[src/rtl/timer_pkg.sv]
// Shared constants and types for the multi-channel timer peripheral.
package timer_pkg;

    // Address spacing between consecutive channel register blocks
    localparam int unsigned CH_STRIDE = 16;

    // Register offsets inside one channel block
    localparam logic [3:0] OFF_CTRL  = 4'h0;
    localparam logic [3:0] OFF_DIV   = 4'h4;
    localparam logic [3:0] OFF_COUNT = 4'h8;
    localparam logic [3:0] OFF_CMP   = 4'hC;

    // CTRL bit positions
    localparam int unsigned CTRL_EN       = 0;
    localparam int unsigned CTRL_PERIODIC = 1;
    localparam int unsigned CTRL_IRQ_EN   = 2;
    localparam int unsigned CTRL_W        = 3;

    // Software-visible state of one channel, exported for readback
    typedef struct packed {
        logic [CTRL_W-1:0] ctrl;
        logic [31:0]       div;
        logic [31:0]       count;
        logic [31:0]       cmp;
    } ch_regs_t;

endpackage

[src/rtl/timer_channel.sv]
// One timer channel: CTRL/DIV/COUNT/CMP registers, prescaler and compare-match logic.
module timer_channel
    import timer_pkg::*;
#(
    parameter logic [31:0] DEFAULT_DIV = 32'd50000000
) (
    input  logic        clk,
    input  logic        rst,
    input  logic        wr_ctrl,
    input  logic        wr_div,
    input  logic        wr_count,
    input  logic        wr_cmp,
    input  logic [31:0] wdata,
    output ch_regs_t    regs,
    output logic        match
);

    logic [CTRL_W-1:0] ctrl_q;
    logic [31:0]       div_q;
    logic [31:0]       count_q;
    logic [31:0]       cmp_q;
    logic [31:0]       psc_q;
    logic              run;
    logic              tick;
    logic              at_cmp;

    assign run    = ctrl_q[CTRL_EN] && (div_q != 32'd0);
    assign tick   = run && (psc_q >= div_q - 32'd1);
    assign at_cmp = (count_q == cmp_q);
    // A software COUNT write in the tick cycle swallows the tick, so no match either
    assign match  = tick && at_cmp && !wr_count;

    assign regs.ctrl  = ctrl_q;
    assign regs.div   = div_q;
    assign regs.count = count_q;
    assign regs.cmp   = cmp_q;

    // Prescaler: counts 0..DIV-1 while running, restarts on tick or any DIV write
    always_ff @(posedge clk or posedge rst) begin
        if (rst) begin
            psc_q <= 32'd0;
        end else if (wr_div || !run || tick) begin
            psc_q <= 32'd0;
        end else begin
            psc_q <= psc_q + 32'd1;
        end
    end

    // CTRL: software write wins; a one-shot match drops EN
    always_ff @(posedge clk or posedge rst) begin
        if (rst) begin
            ctrl_q <= '0;
        end else if (wr_ctrl) begin
            ctrl_q <= wdata[CTRL_W-1:0];
        end else if (match && !ctrl_q[CTRL_PERIODIC]) begin
            ctrl_q[CTRL_EN] <= 1'b0;
        end
    end

    // DIV and CMP are plain software registers
    always_ff @(posedge clk or posedge rst) begin
        if (rst) begin
            div_q <= DEFAULT_DIV;
            cmp_q <= 32'hFFFF_FFFF;
        end else begin
            if (wr_div) begin
                div_q <= wdata;
            end
            if (wr_cmp) begin
                cmp_q <= wdata;
            end
        end
    end

    // COUNT: software write first, else advance or restart on each tick
    always_ff @(posedge clk or posedge rst) begin
        if (rst) begin
            count_q <= 32'd0;
        end else if (wr_count) begin
            count_q <= wdata;
        end else if (tick) begin
            if (!at_cmp) begin
                count_q <= count_q + 32'd1;
            end else if (ctrl_q[CTRL_PERIODIC]) begin
                count_q <= 32'd0;
            end
        end
    end

endmodule

[src/rtl/multi_timer_peripheral.sv]
// Memory-mapped multi-channel timer: address decode, STATUS flags, read mux and irq.
module multi_timer_peripheral
    import timer_pkg::*;
#(
    parameter int unsigned NUM_CH      = 2,
    parameter logic [31:0] BASE_ADDR   = 32'hFFFF_F040,
    parameter logic [31:0] DEFAULT_DIV = 32'd50000000
) (
    input  logic        clk,
    input  logic        rst,
    input  logic [31:0] addr,
    input  logic        we,
    input  logic [31:0] wdata,
    output logic [31:0] rdata,
    output logic        irq
);

    localparam logic [31:0] STATUS_OFF = 32'(CH_STRIDE * NUM_CH);

    logic [31:0]       off;
    logic [3:0]        reg_off;
    logic [27:0]       ch_idx;
    logic              ch_hit;
    logic              status_hit;
    ch_regs_t          ch_regs [NUM_CH];
    logic [NUM_CH-1:0] match_vec;
    logic [NUM_CH-1:0] irq_en_vec;
    logic [NUM_CH-1:0] status_q;
    logic [NUM_CH-1:0] status_clr;
    logic              irq_q;

    // Offset arithmetic wraps, so addresses below BASE_ADDR land far out of range
    assign off        = addr - BASE_ADDR;
    assign reg_off    = off[3:0];
    assign ch_idx     = off[31:4];
    assign ch_hit     = (ch_idx < 28'(NUM_CH));
    assign status_hit = (off == STATUS_OFF);

    for (genvar g = 0; g < NUM_CH; g++) begin : g_ch
        logic sel;
        assign sel = we && ch_hit && (ch_idx == 28'(g));

        timer_channel #(
            .DEFAULT_DIV(DEFAULT_DIV)
        ) u_ch (
            .clk     (clk),
            .rst     (rst),
            .wr_ctrl (sel && (reg_off == OFF_CTRL)),
            .wr_div  (sel && (reg_off == OFF_DIV)),
            .wr_count(sel && (reg_off == OFF_COUNT)),
            .wr_cmp  (sel && (reg_off == OFF_CMP)),
            .wdata   (wdata),
            .regs    (ch_regs[g]),
            .match   (match_vec[g])
        );

        assign irq_en_vec[g] = ch_regs[g].ctrl[CTRL_IRQ_EN];
    end

    // Write-1-to-clear mask for STATUS
    always_comb begin
        status_clr = '0;
        if (we && status_hit) begin
            status_clr = wdata[NUM_CH-1:0];
        end
    end

    // STATUS flags: a same-cycle match beats the clear
    always_ff @(posedge clk or posedge rst) begin
        if (rst) begin
            status_q <= '0;
        end else begin
            status_q <= (status_q & ~status_clr) | match_vec;
        end
    end

    // irq lags the flags by one cycle
    always_ff @(posedge clk or posedge rst) begin
        if (rst) begin
            irq_q <= 1'b0;
        end else begin
            irq_q <= |(status_q & irq_en_vec);
        end
    end

    assign irq = irq_q;

    // Combinational read mux; unmapped addresses read 0
    always_comb begin
        rdata = '0;
        if (status_hit) begin
            rdata = 32'(status_q);
        end else if (ch_hit) begin
            for (int i = 0; i < NUM_CH; i++) begin
                if (ch_idx == 28'(i)) begin
                    case (reg_off)
                        OFF_CTRL:  rdata = 32'(ch_regs[i].ctrl);
                        OFF_DIV:   rdata = ch_regs[i].div;
                        OFF_COUNT: rdata = ch_regs[i].count;
                        OFF_CMP:   rdata = ch_regs[i].cmp;
                        default:   rdata = '0;
                    endcase
                end
            end
        end
    end

endmodule

[config.mk]
export PLATFORM = sky130hd
export DESIGN_NAME = multi_timer_peripheral
export DESIGN_NICKNAME = d
export VERILOG_FILES = /design/src/rtl/timer_pkg.sv /design/src/rtl/timer_channel.sv /design/src/rtl/multi_timer_peripheral.sv
export SDC_FILE = /design/constraint.sdc
export NUM_CORES = 1
export LEC_CHECK = 0
export BUFFER_PORTS_ARGS = -buffer_cell sky130_fd_sc_hd__buf_2
export CAP_MARGIN = 20
export CORE_ASPECT_RATIO = 0.9
export CORE_MARGIN = 2
export CORE_UTILIZATION = 30
export DETAILED_ROUTE_END_ITERATION = 10
export REMOVE_ABC_BUFFERS = 1
export SLEW_MARGIN = 20
export SYNTH_ARGS = -nofsm -noshare
export SYNTH_HDL_FRONTEND = slang
export SYNTH_SLANG_ARGS = --single-unit
[constraint.sdc]
create_clock -name clk -period 10.53 [get_ports clk]
set_input_delay 0.5265 -clock clk [delete_from_list [all_inputs] [get_ports clk]]
set_output_delay 0.5265 -clock clk [all_outputs]
set_load 0.05 [all_outputs]
==> out/qor_table.md, run 1 <==
| Group | Metric | Value |
| --- | --- | --- |
| critical path | Nature of the critical path startpoint | register |
| power and ir drop | Internal Pwr Total | 1660 uW |
| layout | Number of nets in the layout | 2,113 |
| layout | Most common cell after layout, fill and taps aside | sky130_fd_sc_hd__nand2_1 |
| floorplan | Starting density of the core | 0.305 |
| sta | Clock Skew | 0.0166 ns |
| yosys | Number of enable flip-flop cells after synthesis | 0 |
| clocking | Post-CTS setup repair buffer count | 0 |
| yosys | Netlist area before placement | 0.0174 mm^2 |
| critical path | Startpoint-to-endpoint class of the critical path | reg2reg |
| power and ir drop | Clk pwr share | 0.491 |
| drt | Number of vias per cell after detailed routing | 5.58 |
| floorplan | Area enclosed by the die boundary | 0.0601 mm^2 |
| floorplan | Overall die height | 233 um |
| place | Placed insts | 2,707 |
| power and ir drop | Fraction of power spent switching nets | 0.242 |
| global routing | Global-route wire length before repair | 93,900 um |
| clocking | Longest Clk Path Bufs | 3 |
| place | Placed wire-length estimate | 45,400 um |
| critical path | Arr. time, crit path | 5.98 ns |
| sta | Worst-Margin Slew | 1.08 ns |
| clocking | # resized after CTS | 0 |
| global routing | Total global-route track usage | 0.204 |
| clocking | Count of hold-fix buffers inserted at cts | 0 |
| run | Number of maximum-capacitance constraint violations | 0 |
| power and ir drop | Worst IR Drop VDD | 0.0881 mV |
| floorplan | Placeable core region | 0.0572 mm^2 |
| global routing | Via count of the first global-routing pass | 15,100 |
| sta | Total count of hold-check failures in the final report | 0 |
| yosys | Synth Warn # | 0 |
| yosys | Number of distinct library cells after synthesis | 75 |
| drt | Count of TritonRoute iterations in the first routing pass | 5 |
| floorplan | Core Rows | 83 |
| outcome | Status | finished, final reports clean |
| sta | Final worst setup slack | 5.02 ns |
| layout | Post-layout instance area | 0.0197 mm^2 |
| yosys | Asr flop ratio synth | 1.00 |
| floorplan | Number of primary I/O pins | 100 |
| clocking | CTS Sinks | 265 |
| sta | Post-route minimum period | 5.51 ns |
| yosys | Syn Area/Cell | 9.06 um^2 |
| sta | Number of max-slew violations in the final report | 0 |
| sta | Setup repair after global routing missed its margin | false |
| layout | Most used cells in the layout excluding fill and tap cells | sky130_fd_sc_hd__nand2_1 (248), sky130_fd_sc_hd__nor2_1 (194), sky130_fd_sc_hd__dfrtp_1 (177) |
| place | Area after detailed placement | 0.0187 mm^2 |
| layout | Fin cells | 2,766 |
| floorplan | Chip width | 258 um |
| power and ir drop | Static leakage power | 0.00811 uW |
| yosys | Primary flip-flop cell chosen by synthesis mapping | sky130_fd_sc_hd__dfrtp_1 |
| sta | Share of the clock period used by the worst path after layout | 0.524 |
| layout | Share of post-route cells with drive strength above 1 | 0.205 |
| power and ir drop | Share of total power in sequential cells | 0.466 |
| critical path | CP required | 11.00 ns |
| sta | Peak clock frequency supported by timing | 0.181 GHz |
| place | Gp weighted congestion | 0.958 |
| yosys | Sequential element share of the synthesized area | 0.386 |
| global routing | Total overflow reported by the global router | 0 |
| place | Minimum setup slack after placement | 5.07 ns |
| min path | Worst hold-check path type | in2async |
| power and ir drop | Combinational cell fraction of total power | 0.043 |
| sta | Worst-case headroom to the max-slew limit | 0.270 |
| sta | Accumulated negative setup slack | 0 ns |
| global routing | Antenna violations before repair | 1 |
| clocking | TritonCTS clock tree | yes |
| clocking | Num CTS Buffers | 31 |
| yosys | Number of cells produced by synthesis | 1,925 |
| power and ir drop | Power per unit of standard cell area | 111 mW/mm^2 |
| clocking | Root buffer cell | sky130_fd_sc_hd__clkbuf_16 |
| global routing | Maximum number of pins on one net before global-route repair | 118 |
| critical path | Maximum fanout encountered on the critical timing path | 12 |
| place | I/O Buffers | 99 |
| drt | ANT nets after route | 0 |
| drt | Via count | 15,400 |
| clocking | Clock transition at the registers of the reported paths | 0.06 ns |
| drt | Final wirelength | 62,000 um |
| clocking | H-tree levels | 1 |
| drt | DR WL/cell | 22.4 um |
| drt | Number of DRC violations after detailed routing | 0 |
| yosys | Post-synthesis sequential element count | 265 |
| critical path | Kind of capture point of the worst setup path | register |
| layout | Layout-stage area growth over the synthesis result | 12.8% |
| power and ir drop | Switching power total | 530 uW |
| sta | Final setup violating endpoints | 0 |
| clocking | Insertion delay to the later sink of the worst-skew pair | 0.59 ns |
| drt | Initial detailed-routing violation count | 1,339 |
[worst max-delay path, stage by stage, from the launching register on]
cell                       delay [ns]
sky130_fd_sc_hd__dfrtp_1         0.40
sky130_fd_sc_hd__inv_1           0.12
sky130_fd_sc_hd__ha_1            0.20
sky130_fd_sc_hd__nor3b_1         0.48
sky130_fd_sc_hd__nand2_1         0.18
sky130_fd_sc_hd__or4bb_1         0.59
sky130_fd_sc_hd__or3_1           0.34
sky130_fd_sc_hd__xor2_1          0.15
sky130_fd_sc_hd__ha_1            0.33
sky130_fd_sc_hd__nand4_1         0.15
sky130_fd_sc_hd__nor4_1          0.33
sky130_fd_sc_hd__a21boi_0        0.34
sky130_fd_sc_hd__o211a_1         0.25
sky130_fd_sc_hd__a21o_1          0.43
sky130_fd_sc_hd__o21ai_1         0.34
sky130_fd_sc_hd__buf_4           0.29
sky130_fd_sc_hd__a32o_1          0.21
sky130_fd_sc_hd__mux2_2          0.25
[power groups by stage]
stage,registers (uW),clock network (uW),logic (uW)
final,1020,1070,94.1
after global routing,1020,1130,101
after CTS,1020,1090,92.8
after detailed placement,1040,0,92.6
after global placement,1040,0,91.4
after floorplan,1040,0,33.3
[path summary, 6_finish.rpt]
kind | start | end | slack (ns) | cells past startpoint
max | g_ch[1].u_ch.div_q[0]$_DFFE_PP0P_ | g_ch[1].u_ch.count_q[10]$_DFFE_PP0P_ | 5.02 | 17
min | rst | g_ch[0].u_ch.count_q[2]$_DFFE_PP0P_ | 0.06 | 2
max reg2reg | g_ch[1].u_ch.div_q[0]$_DFFE_PP0P_ | g_ch[1].u_ch.count_q[10]$_DFFE_PP0P_ | 5.02 | 17
min reg2reg | status_q[1]$_DFF_PP0_ | status_q[1]$_DFF_PP0_ | 0.50 | 1
max in group asynchronous | rst | g_ch[0].u_ch.count_q[27]$_DFFE_PP0P_ | 8.82 | 3
min in group clk | wdata[20] | g_ch[1].u_ch.div_q[20]$_DFFE_PP1P_ | 0.22 | 3
[area by class of cell]
class / count / area [um^2]
fill: 5830 / 37500
multi-input combinational: 1522 / 10200
sequential: 265 / 6740
tap: 765 / 957
clock inverter: 8 / 92.6
inverter: 36 / 143
antenna: 1 / 2.50
timing repair buffer: 120 / 667
clock buffer: 49 / 883
[sequential cells by signal, summed over array words and instances, names as in the netlist]
signal,count
g_ch.u_ch.div_q,64
irq,1
g_ch.u_ch.count_q,64
g_ch.u_ch.ctrl_q,6
status_q,2
g_ch.u_ch.cmp_q,64
g_ch.u_ch.psc_q,64
[metal layers]
metal  wire length [um]  GRT usage
met5                 10          0
met4               2060     0.0645
met3               5930     0.0586
met2              27100      0.310
met1              26900      0.278
[per-stage QoR]
step | total power [uW] | hold slack (ns) | utilization
finish | 2190 | 0.0585 | 0.344
global placement | 1130 | 0.489 | 0.326
detailed placement | 1130 | 0.491 | 0.326
global route | 2250 | 0.150 | 0.344
CTS | 2200 | 0.147 | 0.343
floorplan | 1070 | 0.458 | -
[cell usage after synthesis, drive strengths merged, types with 43 or more instances]
library cell  count  area (um^2)
nor2            196          736
nor4             43          275
nand2           248          931
mux2            114         1280
xor2             90          788
a21oi            92          460
clkbuf           75          282
ha               70          876
nand4            45          282
nand3            75          375
dfrtp           177         4430
xnor2            95          832
dfstp            88         2310
o21ai            72          360
nor3             51          272
[logic make-up after synthesis]
| logic type | count (synthesis) | share of synthesized area |
|---|---|---|
| AO/OA/AOI/OAI | 373 | 0.149 |
| XOR/XNOR | 185 | 0.0929 |
| adder cells (fa/ha/maj) | 70 | 0.0502 |
| buffers and inverters | 138 | 0.0331 |
| flip-flops | 265 | 0.386 |
| multiplexers | 116 | 0.0747 |
| AND/OR/NAND/NOR | 778 | 0.214 |
Note: power is estimated with default switching activity, not from simulation.
==> run 2, diff against run 1 <==
Clock period 10.53 ns to 4.95 ns, I/O delays scaled along.
==> run 2 against run 1 <==
  * Cell area increased by 3.7%
  * Clock power increased by 140%
  * Critical path type unchanged
  * Via count increased by 2.1%
  * Flip-flop and latch count unchanged
  * Utilization grew 1.3 points
  * Cell count up 2.1%
  * Maximum frequency up 17%
  * Worst setup slack worse by 4.8 ns
  * Count of clock-buffer cells in the layout shrank 7
==> out/qor_table.md, run 2 (synthesis gave the netlist of run 1 again) <==
| Group | Metric | Value |
| --- | --- | --- |
| layout | Most used cells in the layout excluding fill and tap cells | sky130_fd_sc_hd__nand2_1 (247), sky130_fd_sc_hd__nor2_1 (193), sky130_fd_sc_hd__dfrtp_1 (177) |
| clocking | Root buffer cell | sky130_fd_sc_hd__clkbuf_16 |
| drt | DR WL/cell | 22.4 um |
| floorplan | Number of primary I/O pins | 100 |
| place | Placed insts | 2,736 |
| outcome | Status | finished, final reports clean |
| sta | Worst hold-check slack | 0.0267 ns |
| sta | Clock Skew | 0.0114 ns |
| power and ir drop | Static leakage power | 0.00849 uW |
| clocking | Longest Clk Path Bufs | 3 |
| min path | Worst hold-check path type | in2reg |
| clocking | Num CTS Buffers | 31 |
| critical path | CP required | 5.41 ns |
| floorplan | Starting density of the core | 0.305 |
| layout | Sequential cell area | 0.00674 mm^2 |
| sta | Total count of hold-check failures in the final report | 0 |
| power and ir drop | Combinational cell fraction of total power | 0.045 |
| clocking | CTS Sinks | 265 |
| floorplan | Chip width | 258 um |
| sta | Final worst setup slack | 0.226 ns |
| drt | Final wirelength | 63,400 um |
| sta | Worst-Margin Slew | 0.903 ns |
| sta | Worst-case headroom to the max-slew limit | 0.395 |
| place | Minimum setup slack after placement | 0.149 ns |
| power and ir drop | Switching power total | 1140 uW |
| sta | Post-route minimum period | 4.72 ns |
| floorplan | Area enclosed by the die boundary | 0.0601 mm^2 |
| layout | Fin cells | 2,823 |
| floorplan | Overall die height | 233 um |
| critical path | Kind of capture point of the worst setup path | register |
| sta | Peak clock frequency supported by timing | 0.212 GHz |
| floorplan | Placeable core region | 0.0572 mm^2 |
| sta | Accumulated negative setup slack | 0 ns |
| global routing | Total global-route track usage | 0.209 |
| drt | Number of vias per cell after detailed routing | 5.58 |
| sta | Number of max-slew violations in the final report | 0 |
| critical path | Nature of the critical path startpoint | register |
| layout | Area used by multi-input combinational logic | 0.0102 mm^2 |
| drt | Number of DRC violations after detailed routing | 0 |
| layout | Share of post-route cells with drive strength above 1 | 0.219 |
| layout | Layout filler cell count | 5,815 |
| sta | Final setup violating endpoints | 0 |
| clocking | Post-CTS setup repair buffer count | 0 |
| drt | Count of TritonRoute iterations in the first routing pass | 6 |
| power and ir drop | Share of total power in sequential cells | 0.438 |
| power and ir drop | Worst IR Drop VDD | 0.244 mV |
| drt | Initial detailed-routing violation count | 1,353 |
| power and ir drop | Power per unit of standard cell area | 243 mW/mm^2 |
| layout | Layout-stage area growth over the synthesis result | 16.9% |
| clocking | H-tree levels | 1 |
| clocking | TritonCTS clock tree | yes |
| place | I/O Buffers | 99 |
| layout | Most common cell after layout, fill and taps aside | sky130_fd_sc_hd__nand2_1 |
| sta | Share of the clock period used by the worst path after layout | 0.954 |
| layout | Antenna diode count | 0 |
| global routing | Global-route wire length before repair | 96,600 um |
| run | Number of maximum-capacitance constraint violations | 0 |
| place | Gp weighted congestion | 0.916 |
| place | Placed wire-length estimate | 47,400 um |
| power and ir drop | Internal Pwr Total | 3810 uW |
| critical path | Startpoint-to-endpoint class of the critical path | reg2reg |
| drt | ANT nets after route | 0 |
| global routing | Total overflow reported by the global router | 0 |
| critical path | Arr. time, crit path | 5.18 ns |
| critical path | Maximum fanout encountered on the critical timing path | 11 |
| global routing | Antenna violations before repair | 1 |
| clocking | Clock transition at the registers of the reported paths | 0.07 ns |
| floorplan | Core Rows | 83 |
| clocking | Insertion delay to the later sink of the worst-skew pair | 0.58 ns |
| power and ir drop | Clk pwr share | 0.517 |
| drt | Via count | 15,800 |
| layout | Number of nets in the layout | 2,171 |
| power and ir drop | Fraction of power spent switching nets | 0.231 |
| global routing | Via count of the first global-routing pass | 15,300 |
| global routing | Maximum number of pins on one net before global-route repair | 119 |
## run 2: changes by cell type in the layout (fill, tap and decap cells not counted), moves of 4 or more
| cell | previous run | this run |
|---|---|---|
| sky130_fd_sc_hd__buf_12 | 0 | 4 |
| sky130_fd_sc_hd__buf_4 | 20 | 46 |
| sky130_fd_sc_hd__bufinv_16 | 2 | 6 |
| sky130_fd_sc_hd__clkbuf_1 | 14 | 2 |
| sky130_fd_sc_hd__clkbuf_8 | 4 | 9 |
| sky130_fd_sc_hd__clkinv_2 | 5 | 9 |
| sky130_fd_sc_hd__dlygate4sd3_1 | 0 | 30 |
## run 2: metal layers
layer  global-route usage  up-vias  routed length, um  share of wire
li1                     -     7216                  -              -
met1                0.304     7832              29300           0.46
met2                0.322      629              27900           0.44
met3               0.0355       76               4870          0.077
met4               0.0446        0               1290          0.020
met5                    0        -                  0              0
## run 2: final timing paths
| kind | start | to | slack [ns] | cells past startpoint |
|---|---|---|---|---|
| setup / recovery | g_ch[1].u_ch.div_q[23]$_DFFE_PP1P_ | g_ch[1].u_ch.count_q[9]$_DFFE_PP0P_ | 0.23 | 15 |
| hold / removal | we | status_q[0]$_DFF_PP0_ | 0.03 | 3 |
| setup reg to reg | g_ch[1].u_ch.div_q[23]$_DFFE_PP1P_ | g_ch[1].u_ch.count_q[9]$_DFFE_PP0P_ | 0.23 | 15 |
| hold reg to reg | g_ch[1].u_ch.div_q[21]$_DFFE_PP1P_ | g_ch[1].u_ch.div_q[21]$_DFFE_PP1P_ | 0.50 | 2 |
| max in group asynchronous | rst | g_ch[1].u_ch.psc_q[26]$_DFF_PP0_ | 3.45 | 4 |
| min in group asynchronous | rst | g_ch[0].u_ch.count_q[5]$_DFFE_PP0P_ | 0.42 | 3 |
## run 2: power groups by stage
stage               clock network, uW  logic (uW)  registers (uW)
finish                           2560         224            2170
global route                     2690         240            2170
CTS                              2610         220            2170
detailed placement                  0         200            2210
global placement                    0         198            2210
floorplan                           0        70.7            2210
## run 2: worst max-delay path, cell delays in order (launching register included)
cell and delay (ns):
sky130_fd_sc_hd__dfstp_2 0.40, sky130_fd_sc_hd__or4_1 0.56, sky130_fd_sc_hd__nor2_1 0.16, sky130_fd_sc_hd__or4bb_1 0.57
sky130_fd_sc_hd__or3_1 0.35, sky130_fd_sc_hd__xor2_1 0.16, sky130_fd_sc_hd__ha_1 0.35, sky130_fd_sc_hd__nand4_1 0.16
sky130_fd_sc_hd__nor4_1 0.29, sky130_fd_sc_hd__a21boi_0 0.31, sky130_fd_sc_hd__o211a_1 0.29, sky130_fd_sc_hd__a21o_2 0.23
sky130_fd_sc_hd__o21ai_1 0.11, sky130_fd_sc_hd__buf_4 0.21, sky130_fd_sc_hd__a221oi_1 0.35, sky130_fd_sc_hd__nor2_1 0.10
## run 2: through the flow
stage	power [uW]	utilization	cell area, um^2
2_1_floorplan	2280	-	17000
3_3_place_gp	2400	0.331	18900
3_5_place_dp	2410	0.331	18900
4_1_cts	5000	0.356	20400
5_1_grt	5100	0.356	20400
6_report	4960	0.356	20400
## run 2: repair_timing
item	4_1_cts	5_1_grt
hold buffers	30	0
setup endpoints to repair	0	90
hold endpoints to repair	98	0
gates resized for setup	0	5
## run 2: area by class of cell
cell class	instances	area share
multi-input combinational	1522	0.500
sequential	265	0.331
timing repair buffer	178	0.0596
tap	765	0.0469
clock buffer	42	0.0445
clock inverter	15	0.0110
inverter	36	0.00699
